===== config.mk =====
export PLATFORM = sky130hd
export DESIGN_NAME = boot_loader
export DESIGN_NICKNAME = d
export VERILOG_FILES = /design/src/rtl/boot_loader_pkg.sv /design/src/rtl/boot_timeout.sv /design/src/rtl/boot_loader.sv
export SDC_FILE = /design/constraint.sdc
export NUM_CORES = 1
export LEC_CHECK = 0
export CAP_MARGIN = 40
export CORE_MARGIN = 2
export CORE_UTILIZATION = 57
export DETAILED_ROUTE_END_ITERATION = 10
export PLACE_DENSITY = 0.8
export SKIP_CTS_REPAIR_TIMING = 1
export SLEW_MARGIN = 20
export SYNTH_ARGS = -nofsm -noshare
export SYNTH_HDL_FRONTEND = slang
export SYNTH_SLANG_ARGS = --single-unit
export TNS_END_PERCENT = 100

===== constraint.sdc =====
create_clock -name clk -period 3.25 [get_ports clk]
set_clock_uncertainty 0.15 [all_clocks]
set_input_delay 0.4875 -clock clk [delete_from_list [all_inputs] [get_ports clk]]
set_output_delay 0.4875 -clock clk [all_outputs]
set_load 0.05 [all_outputs]

===== src/rtl/boot_loader_pkg.sv =====
// Shared state encodings, default frame marker and checksum helper for the boot loader.
package boot_loader_pkg;

  typedef enum logic [3:0] {
    ST_IDLE   = 4'd0,
    ST_ADDR_H = 4'd1,
    ST_ADDR_L = 4'd2,
    ST_LEN_H  = 4'd3,
    ST_LEN_L  = 4'd4,
    ST_DATA   = 4'd5,
    ST_CSUM   = 4'd6,
    ST_DONE   = 4'd7,
    ST_ERR    = 4'd8
  } boot_state_t;

  localparam logic [7:0] DEFAULT_SYNC_BYTE = 8'hA5;

  function automatic logic [7:0] csum_add(input logic [7:0] acc, input logic [7:0] b);
    return acc + b;
  endfunction

endpackage


===== src/rtl/boot_timeout.sv =====
// Down-counter that flags expiry after TIMEOUT_CYCLES clocks; runs from reset,
// reloads on start and stops for good on stop. Used only when BOOT_TIMEOUT_EN is defined.
module boot_timeout #(
  parameter int unsigned TIMEOUT_CYCLES = 1_929_000
) (
  input  logic clk,
  input  logic reset,
  input  logic start,
  input  logic stop,
  output logic expire
);

  localparam int W = $clog2(TIMEOUT_CYCLES + 1);
  localparam logic [W-1:0] LOAD = W'(TIMEOUT_CYCLES);

  logic [W-1:0] count;
  logic         running;

  // Count down while running; a stop freezes the counter until the next start or reset.
  always_ff @(posedge clk or posedge reset) begin
    if (reset) begin
      count   <= LOAD;
      running <= 1'b1;
    end else if (start) begin
      count   <= LOAD;
      running <= 1'b1;
    end else if (stop) begin
      running <= 1'b0;
    end else if (running && (count != {W{1'b0}})) begin
      count <= count - W'(1);
    end
  end

  assign expire = running && (count == W'(1));

endmodule


===== src/rtl/boot_loader.sv =====
// Frame receiver that loads a program image into memory and holds the CPU until a good checksum.
// Optional feature: define BOOT_TIMEOUT_EN to release the CPU when no SYNC arrives in time.
module boot_loader
  import boot_loader_pkg::*;
#(
  parameter logic [7:0]  SYNC_BYTE      = DEFAULT_SYNC_BYTE,
  parameter int unsigned TIMEOUT_CYCLES = 1_929_000
) (
  input  logic        clk,
  input  logic        reset,
  input  logic [7:0]  rx_data,
  input  logic        rx_valid,
  output logic [15:0] mem_addr,
  output logic [7:0]  mem_wr_data,
  output logic        mem_wr_en,
  output logic        cpu_hold,
  output logic        boot_done,
  output logic        boot_err
);

  boot_state_t state;
  boot_state_t next_state;

  logic [15:0] addr_q;
  logic [15:0] len_q;
  logic [7:0]  csum_q;
  logic        is_sync;
  logic        sync_in_idle;
  logic        timeout_expire;
  logic        enter_done;
  logic        enter_err;

  assign is_sync      = rx_valid && (rx_data == SYNC_BYTE);
  assign sync_in_idle = is_sync && (state == ST_IDLE);

`ifdef BOOT_TIMEOUT_EN
  boot_timeout #(
    .TIMEOUT_CYCLES(TIMEOUT_CYCLES)
  ) u_timeout (
    .clk    (clk),
    .reset  (reset),
    .start  (1'b0),
    .stop   (sync_in_idle),
    .expire (timeout_expire)
  );
`else
  // No timeout in this build; the parameter is only referenced to keep the interface uniform.
  assign timeout_expire = 1'b0 & (TIMEOUT_CYCLES == 32'd0);
`endif

  // State register.
  always_ff @(posedge clk or posedge reset) begin
    if (reset) begin
      state <= ST_IDLE;
    end else begin
      state <= next_state;
    end
  end

  // Next-state logic; only received bytes advance the frame, except the idle timeout.
  always_comb begin
    next_state = state;
    case (state)
      ST_IDLE: begin
        if (is_sync) begin
          next_state = ST_ADDR_H;
        end else if (timeout_expire) begin
          next_state = ST_DONE;
        end else begin
          next_state = ST_IDLE;
        end
      end
      ST_ADDR_H: next_state = rx_valid ? ST_ADDR_L : ST_ADDR_H;
      ST_ADDR_L: next_state = rx_valid ? ST_LEN_H  : ST_ADDR_L;
      ST_LEN_H:  next_state = rx_valid ? ST_LEN_L  : ST_LEN_H;
      ST_LEN_L: begin
        if (rx_valid) begin
          next_state = ({len_q[15:8], rx_data} == 16'd0) ? ST_CSUM : ST_DATA;
        end else begin
          next_state = ST_LEN_L;
        end
      end
      ST_DATA: begin
        if (rx_valid && (len_q == 16'd1)) begin
          next_state = ST_CSUM;
        end else begin
          next_state = ST_DATA;
        end
      end
      ST_CSUM: begin
        if (rx_valid) begin
          next_state = (rx_data == csum_q) ? ST_DONE : ST_ERR;
        end else begin
          next_state = ST_CSUM;
        end
      end
      ST_DONE: next_state = ST_DONE;
      ST_ERR:  next_state = is_sync ? ST_ADDR_H : ST_ERR;
      default: next_state = ST_IDLE;
    endcase
  end

  assign enter_done = (next_state == ST_DONE) && (state != ST_DONE);
  assign enter_err  = (next_state == ST_ERR)  && (state != ST_ERR);

  // Frame datapath: header latches, checksum accumulator and the registered write port.
  always_ff @(posedge clk or posedge reset) begin
    if (reset) begin
      addr_q      <= 16'h0000;
      len_q       <= 16'h0000;
      csum_q      <= 8'h00;
      mem_addr    <= 16'h0000;
      mem_wr_data <= 8'h00;
      mem_wr_en   <= 1'b0;
    end else begin
      mem_wr_en <= 1'b0;
      if (rx_valid) begin
        case (state)
          ST_IDLE, ST_ERR: begin
            if (is_sync) begin
              csum_q <= 8'h00;
            end
          end
          ST_ADDR_H: begin
            addr_q[15:8] <= rx_data;
            csum_q       <= csum_add(csum_q, rx_data);
          end
          ST_ADDR_L: begin
            addr_q[7:0] <= rx_data;
            csum_q      <= csum_add(csum_q, rx_data);
          end
          ST_LEN_H: begin
            len_q[15:8] <= rx_data;
            csum_q      <= csum_add(csum_q, rx_data);
          end
          ST_LEN_L: begin
            len_q[7:0] <= rx_data;
            csum_q     <= csum_add(csum_q, rx_data);
          end
          ST_DATA: begin
            mem_wr_en   <= 1'b1;
            mem_addr    <= addr_q;
            mem_wr_data <= rx_data;
            addr_q      <= addr_q + 16'd1;
            len_q       <= len_q - 16'd1;
            csum_q      <= csum_add(csum_q, rx_data);
          end
          default: begin
          end
        endcase
      end
    end
  end

  // Status flags: done is sticky until reset, error clears on the retry SYNC.
  always_ff @(posedge clk or posedge reset) begin
    if (reset) begin
      cpu_hold  <= 1'b1;
      boot_done <= 1'b0;
      boot_err  <= 1'b0;
    end else begin
      if (enter_done) begin
        boot_done <= 1'b1;
        cpu_hold  <= 1'b0;
      end
      if (enter_err) begin
        boot_err <= 1'b1;
      end else if ((state == ST_ERR) && is_sync) begin
        boot_err <= 1'b0;
      end
    end
  end

endmodule


==> summary.txt, run 1 <==
Power Total -> 4560 µW
First-pass DRT Iterations -> 5
Main combinational cell family by area after synthesis -> compound AO/OA/AOI/OAI gates
Post-synthesis simple-gate area fraction -> 0.195
Sequential area share after synthesis -> 0.448
Final setup TNS -> 0 ps
Final Hold Vio Count -> 0
Static Leakage -> 0.00198 µW
Synth Area in Compound Gates -> 0.207
Clock Path Buffers -> 2
Number of global-route vias before repair -> 3278
RSZ-0062 raised after global routing -> false
Hold Path Class -> register to register
Cells after Synth -> 420
Clock transition at the registers of the reported paths -> 70 ps
Top FF cell, synth -> dfrtp_1
CP Launch Type -> input port
Synth cell types -> 64
Max cap viols -> 0
First DRT Iteration DRCs -> 255
Fill cell count -> 539
Drt drc -> 0
Crit Path Max Fanout -> 7
Via density -> 6.15
Register area -> 1800 µm²
Adder-Cell Fraction of Synth Area -> 0.0360
Post-route minimum period -> 2420 ps
Core Rows -> 30
Switch share -> 0.444
WL/cell -> 17.1 µm
Max VDD drop -> 0.000524 V
GRT overflow -> 0
Slew Limit Fails -> 0
Fmax -> 413 MHz
CTS Buf Count -> 9
Setup crit end kind -> register
Psw -> 2020 µW
Post-synthesis mux area share -> 0.0615
Async S/R FF share, synth -> 1.00
Starting density of the core -> 0.590
Synth warn -> 0
I/O pin count -> 39
Largest net degree at the start of global routing -> 48
Via count -> 3460
Drt total wl -> 9610 µm
Detail Route Antenna Nets -> 0
Port Buffer Count -> 38
Clk pwr share -> 0.155
CORE AREA -> 6830 µm²
GP Congestion -> 0.941
Antenna violations before repair -> 0
Power density over the cells -> 963 nW/µm²
Die H -> 88.1 µm
Number of synthesized flops with an enable pin -> 0
Fin crit share -> 0.744
Antenna cells -> 0
Final Setup Violations -> 0
Syn avg cell area -> 9.59 µm²
Hpwl dp -> 6750 µm
Status -> completed
Multi-input gate area -> 2070 µm²
Area Overhead vs Synth -> 17.5%
Layout cells sized above 1 -> 0.150
FF+latch count, synth -> 72
Global-route wire length before repair -> 16200 µm
Die Width -> 88.1 µm
Cell-internal power -> 2530 µW
Worst-Skew Late Latency -> 350 ps
Mapped cell area -> 4030 µm²
Combinational Power Share -> 0.470
Seq pwr share -> 0.375
Tot GR Track Use -> 0.274
Slew headroom -> 0.602
Crit path DAT -> 2500 ps
Crit Path Class -> input port to register
Required @ worst endpoint -> 3330 ps
Clk sinks -> 72
CTS tree -> done
NumNets Final -> 484
Clk root buf -> clkbuf_8
Htree depth -> 3
Post-synthesis xor/xnor area fraction -> 0.0130
Synthesized net count -> 442
Worst slew pin tran -> 591 ps
Die area -> 7750 µm²
## cell families (layout without fill, tap and decap cells)
logic type / Yosys count / count (layout)
AND/OR/NAND/NOR: 148 / 148
adder cells (fa/ha/maj): 11 / 11
buffers and inverters: 31 / 78
XOR/XNOR: 6 / 6
multiplexers: 22 / 22
flip-flops: 72 / 72
AO/OA/AOI/OAI: 130 / 130
## cells in the mapped netlist (3+ instances only)
cell type	count	area share
dfrtp_1	71	0.44
nand2_1	47	0.044
a21oi_1	35	0.043
o21ai_0	34	0.042
nor2_1	26	0.024
mux2_2	22	0.062
nand3_1	17	0.021
ha_1	10	0.031
clkbuf_1	9	0.0084
inv_1	9	0.0084
a31oi_1	8	0.012
buf_2	8	0.0099
nor3_1	8	0.0099
nor4_1	8	0.012
nand4_1	7	0.011
a22o_1	6	0.013
a21o_1	5	0.0093
nor2b_1	5	0.0078
o22ai_1	5	0.0078
a2bb2oi_1	4	0.0087
nand2b_1	4	0.0062
nor3b_1	4	0.0075
o21a_1	4	0.0075
a211oi_1	3	0.0056
and2_1	3	0.0047
o22a_1	3	0.0065
o41ai_1	3	0.0065
or3_1	3	0.0047
xnor2_1	3	0.0065
xor2_1	3	0.0065
## state kept, by name, indices dropped and copies added (netlist names)
name         count
boot_done        1
csum_q           8
mem_addr        16
mem_wr_en        1
cpu_hold         1
addr_q          16
len_q           16
mem_wr_data      8
boot_err         1
state            4
## worst paths after layout
| check | depth (start not counted) | endpoint | slack (ps) | start |
|---|---|---|---|---|
| min | 1 | boot_done$_DFFE_PP0P_ | 340 | boot_done$_DFFE_PP0P_ |
| max in group asynchronous | 3 | addr_q[15]$_DFFE_PP0P_ | 1900 | reset |
| max reg2reg | 6 | len_q[14]$_DFFE_PP0P_ | 1010 | state[2]$_DFF_PP0_ |
| min in group asynchronous | 2 | mem_wr_data[5]$_DFFE_PP0P_ | 380 | reset |
| max | 5 | csum_q[4]$_DFFE_PP0P_ | 830 | rx_data[4] |
| min reg2reg | 1 | boot_done$_DFFE_PP0P_ | 340 | boot_done$_DFFE_PP0P_ |
## layout by cell type (no fill, tap or decap), types with 4 or more instances in the layout
master	instances
a21o_1	5
a21oi_1	35
a22o_1	6
a2bb2oi_1	4
a31oi_1	8
buf_4	14
clkbuf_8	10
clkdlybuf4s50_1	38
dfrtp_1	71
ha_1	10
inv_1	8
mux2_2	22
nand2_1	47
nand2b_1	4
nand3_1	17
nand4_1	7
nor2_1	26
nor2b_1	5
nor3_1	8
nor3b_1	4
nor4_1	8
o21a_1	4
o21ai_0	34
o22ai_1	5
## through the flow
stage / std cells / instance area, µm² / worst slack [ps] / util / hold slack (ps)
finish: 563 / 4730 / 831 / 0.693 / 336
floorplan: 420 / 4030 / 789 / - / 304
global route: 563 / 4730 / 748 / 0.693 / 353
CTS: 563 / 4730 / 868 / 0.693 / 339
detailed placement: 547 / 4530 / 510 / 0.664 / 319
global placement: 547 / 4530 / 504 / 0.664 / 299
## power by group through the flow
| stage | Sequential, µW | Combinational, µW | Clock (µW) |
|---|---|---|---|
| 2_1_floorplan | 2040 | 1190 | 0 |
| 3_3_place_gp | 1690 | 2080 | 0 |
| 3_5_place_dp | 1710 | 2130 | 0 |
| 4_1_cts | 1700 | 2140 | 725 |
| 5_1_grt | 1770 | 2360 | 764 |
| 6_report | 1710 | 2140 | 706 |
## area by class of cell
| cell class | count | share of cell area |
|---|---|---|
| multi-input combinational | 317 | 0.438 |
| sequential | 72 | 0.381 |
| timing repair buffer | 53 | 0.107 |
| clock buffer | 11 | 0.0299 |
| tap | 96 | 0.0254 |
| clock inverter | 5 | 0.0119 |
| inverter | 9 | 0.00714 |
## routing by layer
layer / vias up / track usage / routed length [µm]
met4: 0 / 0.132 / 297
met5: - / 0 / 0
met3: 23 / 0.0500 / 539
met1: 1656 / 0.362 / 4170
li1: 1646 / - / -
met2: 135 / 0.436 / 4600
## critical path, stage by stage
cell,delay (ps)
clkdlybuf4s50_1,570
or4_1,570
nor4_1,370
nor2_1,230
a22o_1,280
(Power assumes the default switching activity.)
==> inputs of run 2 (changes only) <==
- clock period: 3.25 -> 2.3 ns (I/O delays scaled with it)
==> run 2 against run 1 <==
Compared with the run above: largest power group unchanged; cell area up 5.4%; routed wire length up 0.91%; utilization up 3.7 points; clock power up 47%; highest routed layer unchanged; clock-buffer cell count up 2.
==> summary.txt, run 2 (synthesis results as in run 1) <==
Most frequent cells in the layout -> dfrtp_1 (71), nand2_1 (47), clkdlybuf4s50_1 (37)
Detail Route Antenna Nets -> 0 (unchanged)
CORE AREA -> 6830 µm² (unchanged)
Htree depth -> 3 (unchanged)
Slew Limit Fails -> 0 (unchanged)
Slew headroom -> 0.629 (+0.0266)
Crit path DAT -> 1670 ps (-830 ps)
Die Width -> 88.1 µm (unchanged)
Crit-path cells -> clkdlybuf4s50_1
Worst Reg-to-Reg Cells -> 8 (+2)
Via density -> 6.03 (-1.9%)
R2r endpoint -> csum_q[6]$_DFFE_PP0P_
Die H -> 88.1 µm (unchanged)
WL/cell -> 16.5 µm (-3.2%)
WP depth -> 1 (-4)
Fin crit share -> 0.939
Via count -> 3538 (+2.3%)
Tot GR Track Use -> 0.275 (+0.00153)
Worst slew pin tran -> 552 ps (-39.5 ps)
Status -> completed
CP Launch Type -> register
Layout cells sized above 1 -> 0.200 (+0.0497)
Clk root buf -> clkbuf_8
NumNets Final -> 509 (+5.2%)
Final WS setup -> 139 ps (-691 ps)
Clock Path Buffers -> 2 (unchanged)
Post-route minimum period -> 2160 ps
Slowest stage cell, crit path -> clkdlybuf4s50_1
Worst path bufs/invs -> 1 (unchanged)
Drt drc -> 0 (unchanged)
Fill cell count -> 514 (-4.6%)
Crit Path Class -> register to primary output
Number of global-route vias before repair -> 3356 (+2.4%)
Port Buffer Count -> 38 (unchanged)
Hold Slack -> 296 ps (-39.7 ps)
Drt total wl -> 9700 µm (+0.91%)
Clock transition at the registers of the reported paths -> 70 ps (about the same)
Starting density of the core -> 0.590 (unchanged)
Fmax -> 463 MHz
Top Registers -> addr_q: 16 flops, len_q: 16 flops, mem_addr: 16 flops
GP Congestion -> 0.891 (-5.3%)
Crit Path Max Fanout -> 2 (-5)
Antenna violations before repair -> 0 (unchanged)
GRT overflow -> 0 (unchanged)
First DRT Iteration DRCs -> 279 (+9.4%)
Final Hold Vio Count -> 0 (unchanged)
Critical path's top delay family -> buffers and inverters
Area Overhead vs Synth -> 23.8%
Clk sinks -> 72 (unchanged)
Antenna cells -> 0 (unchanged)
Final setup TNS -> 0 ps (unchanged)
Final Setup Violations -> 0 (unchanged)
Commonest non-fill, non-tap cell in the layout -> dfrtp_1
Power density over the cells -> 1340 nW/µm² (+39%)
Required @ worst endpoint -> 1800 ps (-1530 ps)
Hold Path Class -> input port to async pin
R2R Path Start -> csum_q[0]$_DFFE_PP0P_
Hpwl dp -> 6900 µm (+2.2%)
Placed Area -> 4760 µm² (+5.0%)
I/O pin count -> 39 (unchanged)
Global-route wire length before repair -> 16400 µm (+1.5%)
Finished Cell Area -> 4990 µm² (+5.4%)
First-pass DRT Iterations -> 5 (unchanged)
Largest net degree at the start of global routing -> 73 (+52%)
Worst slack at placement -> -318 ps (-827 ps)
Max VDD drop -> 0.000708 V (+35%)
Max incr delay on CP -> 790 ps (+220 ps)
Setup crit end kind -> primary output
Core Rows -> 30 (unchanged)
R2R setup slack -> 180 ps (-830 ps)
Static Leakage -> 0.00212 µW (+7.2%)
Max cap viols -> 0 (unchanged)
Worst-Skew Late Latency -> 340 ps (about the same)
RSZ-0062 raised after global routing -> false
CTS Buf Count -> 9 (unchanged)
CTS tree -> done
Die area -> 7750 µm² (unchanged)
run 2: cell count changes in the layout (fill, tap and decap cells not counted), moves of 2 or more:
cell	delta
buf_12	+3
buf_4	+22
clkbuf_8	+2
clkinv_2	-2
run 2: through the flow:
step                power (µW)  std cells   util
detailed placement        5630        572  0.697
CTS                       6680        587  0.727
global route              7140        587  0.730
floorplan                 4570        420      -
global placement          5540        572  0.697
finish                    6690        587  0.730
run 2: routing by layer:
metal	part of all wire	track usage
met3	0.046	0.0594
met1	0.45	0.374
met4	0.021	0.0868
met2	0.49	0.444
met5	0	0
run 2: final cells by class:
| class | count | area [µm²] | share of cell area |
|---|---|---|---|
| tap | 96 | 120 | 0.0241 |
| inverter | 9 | 37.5 | 0.00753 |
| multi-input combinational | 317 | 2090 | 0.418 |
| timing repair buffer | 78 | 733 | 0.147 |
| clock buffer | 13 | 169 | 0.0339 |
| clock inverter | 2 | 37.5 | 0.00753 |
| sequential | 72 | 1800 | 0.362 |
run 2: how the worst max path moves through the flow:
stage / from / end / slack, ps
2_1_floorplan: csum_q[0]$_DFFE_PP0P_ / csum_q[6]$_DFFE_PP0P_ / 240
4_1_cts: rx_data[0] / csum_q[6]$_DFFE_PP0P_ / 40
3_5_place_dp: rx_data[0] / csum_q[6]$_DFFE_PP0P_ / -320
3_3_place_gp: rx_data[0] / csum_q[6]$_DFFE_PP0P_ / -260
5_1_grt: csum_q[0]$_DFFE_PP0P_ / csum_q[6]$_DFFE_PP0P_ / 70
6_report: cpu_hold$_DFFE_PP1P_ / cpu_hold / 140
run 2: power by group:
| group | switching, µW | total, µW | internal (µW) |
|---|---|---|---|
| combinational | 1880 | 3270 | 1390 |
| clock | 456 | 1040 | 585 |
| sequential | 559 | 2390 | 1830 |
| total | 2890 | 6690 | 3800 |
==> inputs of run 3 (changes only) <==
- PLACE_DENSITY: 0.8 -> 0.87
- SLEW_MARGIN: 20 -> 5
==> run 3 against run 2 <==
Compared with the run above: sequential share of layout area grew 0.13 points; power rose by 1.2%; register-to-register slack barely moved; via count grew 4.4%; worst setup slack got worse by 28 ps; sequential power hardly changed; sequential cell count stayed put; largest power group unchanged; highest routed layer unchanged.
==> summary.txt, run 3 (synthesis results as in run 1) <==
Layout cells sized above 1 -> 0.195 (-0.00447)
Starting density of the core -> 0.590 (unchanged)
Fmax -> 457 MHz (-1.3%)
Htree depth -> 3 (unchanged)
Via density -> 6.28 (+4.2%)
CORE AREA -> 6830 µm² (unchanged)
Final Setup Violations -> 0 (unchanged)
Die area -> 7750 µm² (unchanged)
Die H -> 88.1 µm (unchanged)
Clock Path Buffers -> 2 (unchanged)
Crit Path Class -> input port to register
Multi-input gate area -> 2070 µm² (-0.66%)
Crit path DAT -> 2240 ps (+570 ps)
Post-route minimum period -> 2190 ps (+27.6 ps)
Most frequent cells in the layout -> dfrtp_1 (71), nand2_1 (47), clkdlybuf4s50_1 (37), buf_4 (37), a21oi_1 (35)
Max incr delay on CP -> 550 ps (-240 ps)
WL/cell -> 17.6 µm (+6.7%)
Status -> completed
Setup crit end kind -> register
Max VDD drop -> 0.000718 V (+1.5%)
Drt drc -> 0 (unchanged)
RSZ-0062 raised after global routing -> false
Crit-path cells -> clkdlybuf4s50_1 -> or4_1 -> nor4_1 -> nor2_1 -> nand2_1 -> o21ai_0
Detail Route Antenna Nets -> 0 (unchanged)
# placed instances -> 572 (unchanged)
Hpwl dp -> 7120 µm (+3.3%)
Die Width -> 88.1 µm (unchanged)
First-pass DRT Iterations -> 6 (+1)
Slew headroom -> 0.629 (about the same)
Power density over the cells -> 1360 nW/µm² (+1.6%)
Critical path's top delay family -> simple AND/OR/NAND/NOR gates
GP Congestion -> 0.914 (+2.6%)
Clk sinks -> 72 (unchanged)
Tot GR Track Use -> 0.283 (+0.00816)
Crit Path Max Fanout -> 7 (+5)
Max cap viols -> 0 (unchanged)
Register area -> 1800 µm² (unchanged)
Clock transition at the registers of the reported paths -> 90 ps (+20 ps)
CTS tree -> done
Area Overhead vs Synth -> 23.4%
Largest net degree at the start of global routing -> 73 (unchanged)
CP Launch Type -> input port
Via count -> 3693 (+4.4%)
I/O pin count -> 39 (unchanged)
Fin crit share -> 0.951 (+0.0120)
Top Registers -> addr_q: 16 flops, len_q: 16 flops, mem_addr: 16 flops
Antenna violations before repair -> 0 (unchanged)
Global-route wire length before repair -> 17100 µm (+4.0%)
Clk root buf -> clkbuf_8
Hold Path Class -> input port to async pin
Number of global-route vias before repair -> 3592 (+7.0%)
Drt total wl -> 10400 µm (+6.9%)
Final Hold Vio Count -> 0 (unchanged)
Static Leakage -> 0.00212 µW (about the same)
Slew Limit Fails -> 0 (unchanged)
Antenna cells -> 0 (unchanged)
Power Total -> 6770 µW (+1.2%)
Worst path bufs/invs -> 1 (unchanged)
CTS Buf Count -> 9 (unchanged)
Worst-Skew Late Latency -> 350 ps (about the same)
Commonest non-fill, non-tap cell in the layout -> dfrtp_1
Core Rows -> 30 (unchanged)
First DRT Iteration DRCs -> 321 (+15%)
Final setup TNS -> 0 ps (unchanged)
Required @ worst endpoint -> 2350 ps (+550 ps)
Worst slew pin tran -> 552 ps (-0.197 ps)
GRT overflow -> 0 (unchanged)
Final Non-Filler Cells -> 588 (+0.17%)
NumNets Final -> 509 (unchanged)
Slowest stage cell, crit path -> or4_1
Port Buffer Count -> 38 (unchanged)
Fill cell count -> 478 (-7.0%)
-- run 3: cell type report --
cell class              count  area share
clock buffers              11      0.0305
clock inverters             5      0.0128
inverters                   9     0.00755
multi-input cells         317       0.417
flip-flops and latches     72       0.363
well taps                  96      0.0242
repair buffers             78       0.145
-- run 3: power by group --
group          internal [µW]  switching, µW
clock network            568            509
registers               1830            591
logic                   1360           1920
-- run 3: final timing paths --
path / startpoint / endpoint / slack [ps] / cells after the start
worst min-delay path: reset / mem_addr[13]$_DFFE_PP0P_ / 320 / 3
max in group asynchronous: reset / cpu_hold$_DFFE_PP1P_ / 1330 / 3
worst min register to register: boot_done$_DFFE_PP0P_ / boot_done$_DFFE_PP0P_ / 330 / 1
worst max-delay path: rx_data[1] / csum_q[1]$_DFFE_PP0P_ / 110 / 6
worst max register to register: csum_q[0]$_DFFE_PP0P_ / csum_q[6]$_DFFE_PP0P_ / 170 / 8
min in group clk: boot_done$_DFFE_PP0P_ / boot_done$_DFFE_PP0P_ / 330 / 1
-- run 3: metrics by stage --
stage / utilization / worst slack [ps] / area (µm²) / hold slack [ps]
floorplan: - / 238 / 4030 / 304
global placement: 0.695 / -264 / 4750 / 305
detailed placement: 0.695 / -286 / 4750 / 310
CTS: 0.727 / 81.9 / 4970 / 338
global route: 0.727 / 16.6 / 4970 / 353
finish: 0.727 / 112 / 4970 / 317
-- run 3: worst min-delay path, stage by stage --
cell and delay (ps):
clkdlybuf4s50_1 460, clkinvlp_4 110, buf_12 320
-- run 3: metal layers --
layer  routed length, µm  vias to the layer above  GRT usage
met1                4330                     1778      0.365
met3                 769                       34     0.0594
li1                    -                     1696          -
met2                4990                      185      0.475
met5                   0                        -          0
met4                 280                        0      0.102
==> RTL edit, RTL diff (flow settings as in run 2) <==
Make the reset (`reset`) synchronous in 3 clocked blocks.
--- a/src/rtl/boot_loader.sv
+++ b/src/rtl/boot_loader.sv
@@ -50,5 +50,5 @@
 
   // State register.
-  always_ff @(posedge clk or posedge reset) begin
+  always_ff @(posedge clk) begin
     if (reset) begin
       state <= ST_IDLE;
@@ -105,5 +105,5 @@
 
   // Frame datapath: header latches, checksum accumulator and the registered write port.
-  always_ff @(posedge clk or posedge reset) begin
+  always_ff @(posedge clk) begin
     if (reset) begin
       addr_q      <= 16'h0000;
@@ -154,5 +154,5 @@
 
   // Status flags: done is sticky until reset, error clears on the retry SYNC.
-  always_ff @(posedge clk or posedge reset) begin
+  always_ff @(posedge clk) begin
     if (reset) begin
       cpu_hold  <= 1'b1;
Formal check against the unedited RTL: not equivalent (Yosys sat finds a counterexample within 10 cycles, from zero or initial values and one cycle with reset high; the reset may be asserted at any time).
==> RTL edit against run 2 <==
The flow now finishes with violations (setup timing). Final area fell by 0.23%. Setup slack got worse by 0.65 ns. Area after synthesis fell by 4.6%. Sequential cell count did not move. Routed wire length rose by 15%. Critical path type is now register to register. Critical endpoint is now cpu_hold.
Power is not compared: it rests on default switching activity, and its combinational part moved more than twofold at a synthesized area within 25%.
==> RTL edit: results <==
[status]
outcome = "finished with violations"
violations = "setup timing"

[synthesis]
synth_fp_nets = 538
async_reset_ff_frac = 0
synthTopCellsByCount = "nand2_1 (93), dfxtp_1 (72), a21oi_1 (57)"
yosysUniqueCellTypes = 54
synthTopCellsByArea = "dfxtp_1 (38%), nand2_1 (9.1%), a21oi_1 (7.4%)"
synthFlopType = "dfxtp_1"
synth.avg_cell_area_um2 = 7.45
yosys_warnings = 0
ys_seq_area_frac = 0.375

[grt]
grt_max_degree = 37
grt_usage = 0.313
antenna_found_initial = 0
first_global_vias = 3905
grt_pass1_wl_um = 18300

[sta]
tns_ns = -1.51
setup_slack_ns = -0.513
setup_viol = 5
tightest_slew_ns = 0.555

[layout]
num-fill-cells = 497
antenna_cells = 0
reg.largest.list = "addr_q: 16 flops, len_q: 16 flops, mem_addr: 16 flops"
nets = 611
layout-drive-gt1-share = 0.158

[placement]
gp_congestion = 0.881
port_buffers = 38
dp.final_hpwl_um = 7840
postPlaceCellArea_um2 = 4710
dp.cells = 654

[routing]
viasPerCell = 6.19
drt_iter0_markers = 307
vias = 4154
post_drt_wl_per_cell_um = 16.6
drt_first_pass_iters = 7

[critical_path]
critPathMaxFanout = 3
max_stage_delay_ns = 0.52
worstPathArrival_ns = 2.91
slowest_stage = "or4_4"

[min_path]
worstHoldPathType = "primary input to register"

[pwr]
ir_worst_vdd_v = 0.000290
p_leak_uw = 0.00182

[clock_tree]
htree_levels = 3
clock-root-buffer = "clkbuf_8"
cts_buffers = 9
cts_buffer_depth = 2
path_clk_slew_ns = 0.08
clkLatencyLatePin_ns = 0.35

[flow_run]
maxCapViolations = 0
-- RTL edit: cell type report --
type	count	area [µm²]	area share
inverters	16	60.1	0.0121
flip-flops and latches	72	1440	0.290
clock inverters	6	45.0	0.00905
clock buffers	10	128	0.0257
repair buffers	96	853	0.172
well taps	77	96.3	0.0194
multi-input cells	394	2350	0.472
-- RTL edit: cell families (layout without fill, tap and decap cells) --
family	Yosys count	count (layout)	share of synthesized area
AND/OR/NAND/NOR	217	217	0.266
multiplexers	1	1	0.00261
flip-flops	72	72	0.375
buffers and inverters	50	128	0.0488
AO/OA/AOI/OAI	161	161	0.261
XOR/XNOR	4	4	0.00912
adder cells (fa/ha/maj)	11	11	0.0378
-- RTL edit: stage by stage --
stage,power (µW),setup slack [ns],util
global route,2380,-0.581,0.775
floorplan,1340,-0.334,-
detailed placement,1420,-0.999,0.733
global placement,1420,-0.952,0.733
CTS,2300,-0.626,0.760
finish,2300,-0.513,0.775
-- RTL edit: worst max-delay path, delay by kind of cell (launching register included) --
kind                       cells  cell delay, ns
adders and majority gates      1            0.24
AOI/OAI and AO/OA              2            0.61
and+or+nand+nor                4            1.37
DFF                            1            0.34
-- RTL edit: path summary, 6_finish.rpt --
check,from,endpoint,slack [ns],depth (start not counted)
worst max-delay path,csum_q[1],cpu_hold,-0.51,7
worst min-delay path,reset,csum_q[4],0.20,2
worst max register to register,csum_q[1],cpu_hold,-0.51,7
worst min register to register,mem_addr[14],mem_addr[14],0.31,2
-- RTL edit: power by group --
| part | switching, µW | leakage, µW | internal, µW | total [µW] |
|---|---|---|---|---|
| logic | 87.5 | 0.00116 | 60.5 | 148 |
| registers | 0.716 | 0.000581 | 1250 | 1250 |
| clock network | 512 | 0.0000789 | 395 | 907 |
-- RTL edit: layer usage --
| metal | share of wire | wire length (µm) | track usage | up-vias |
|---|---|---|---|---|
| met5 | 0 | 0 | 0 | - |
| met4 | 0.037 | 415 | 0.176 | 0 |
| met3 | 0.058 | 650 | 0.0683 | 39 |
| met2 | 0.47 | 5270 | 0.483 | 154 |
| met1 | 0.43 | 4830 | 0.403 | 1948 |
| li1 | - | - | - | 2013 |
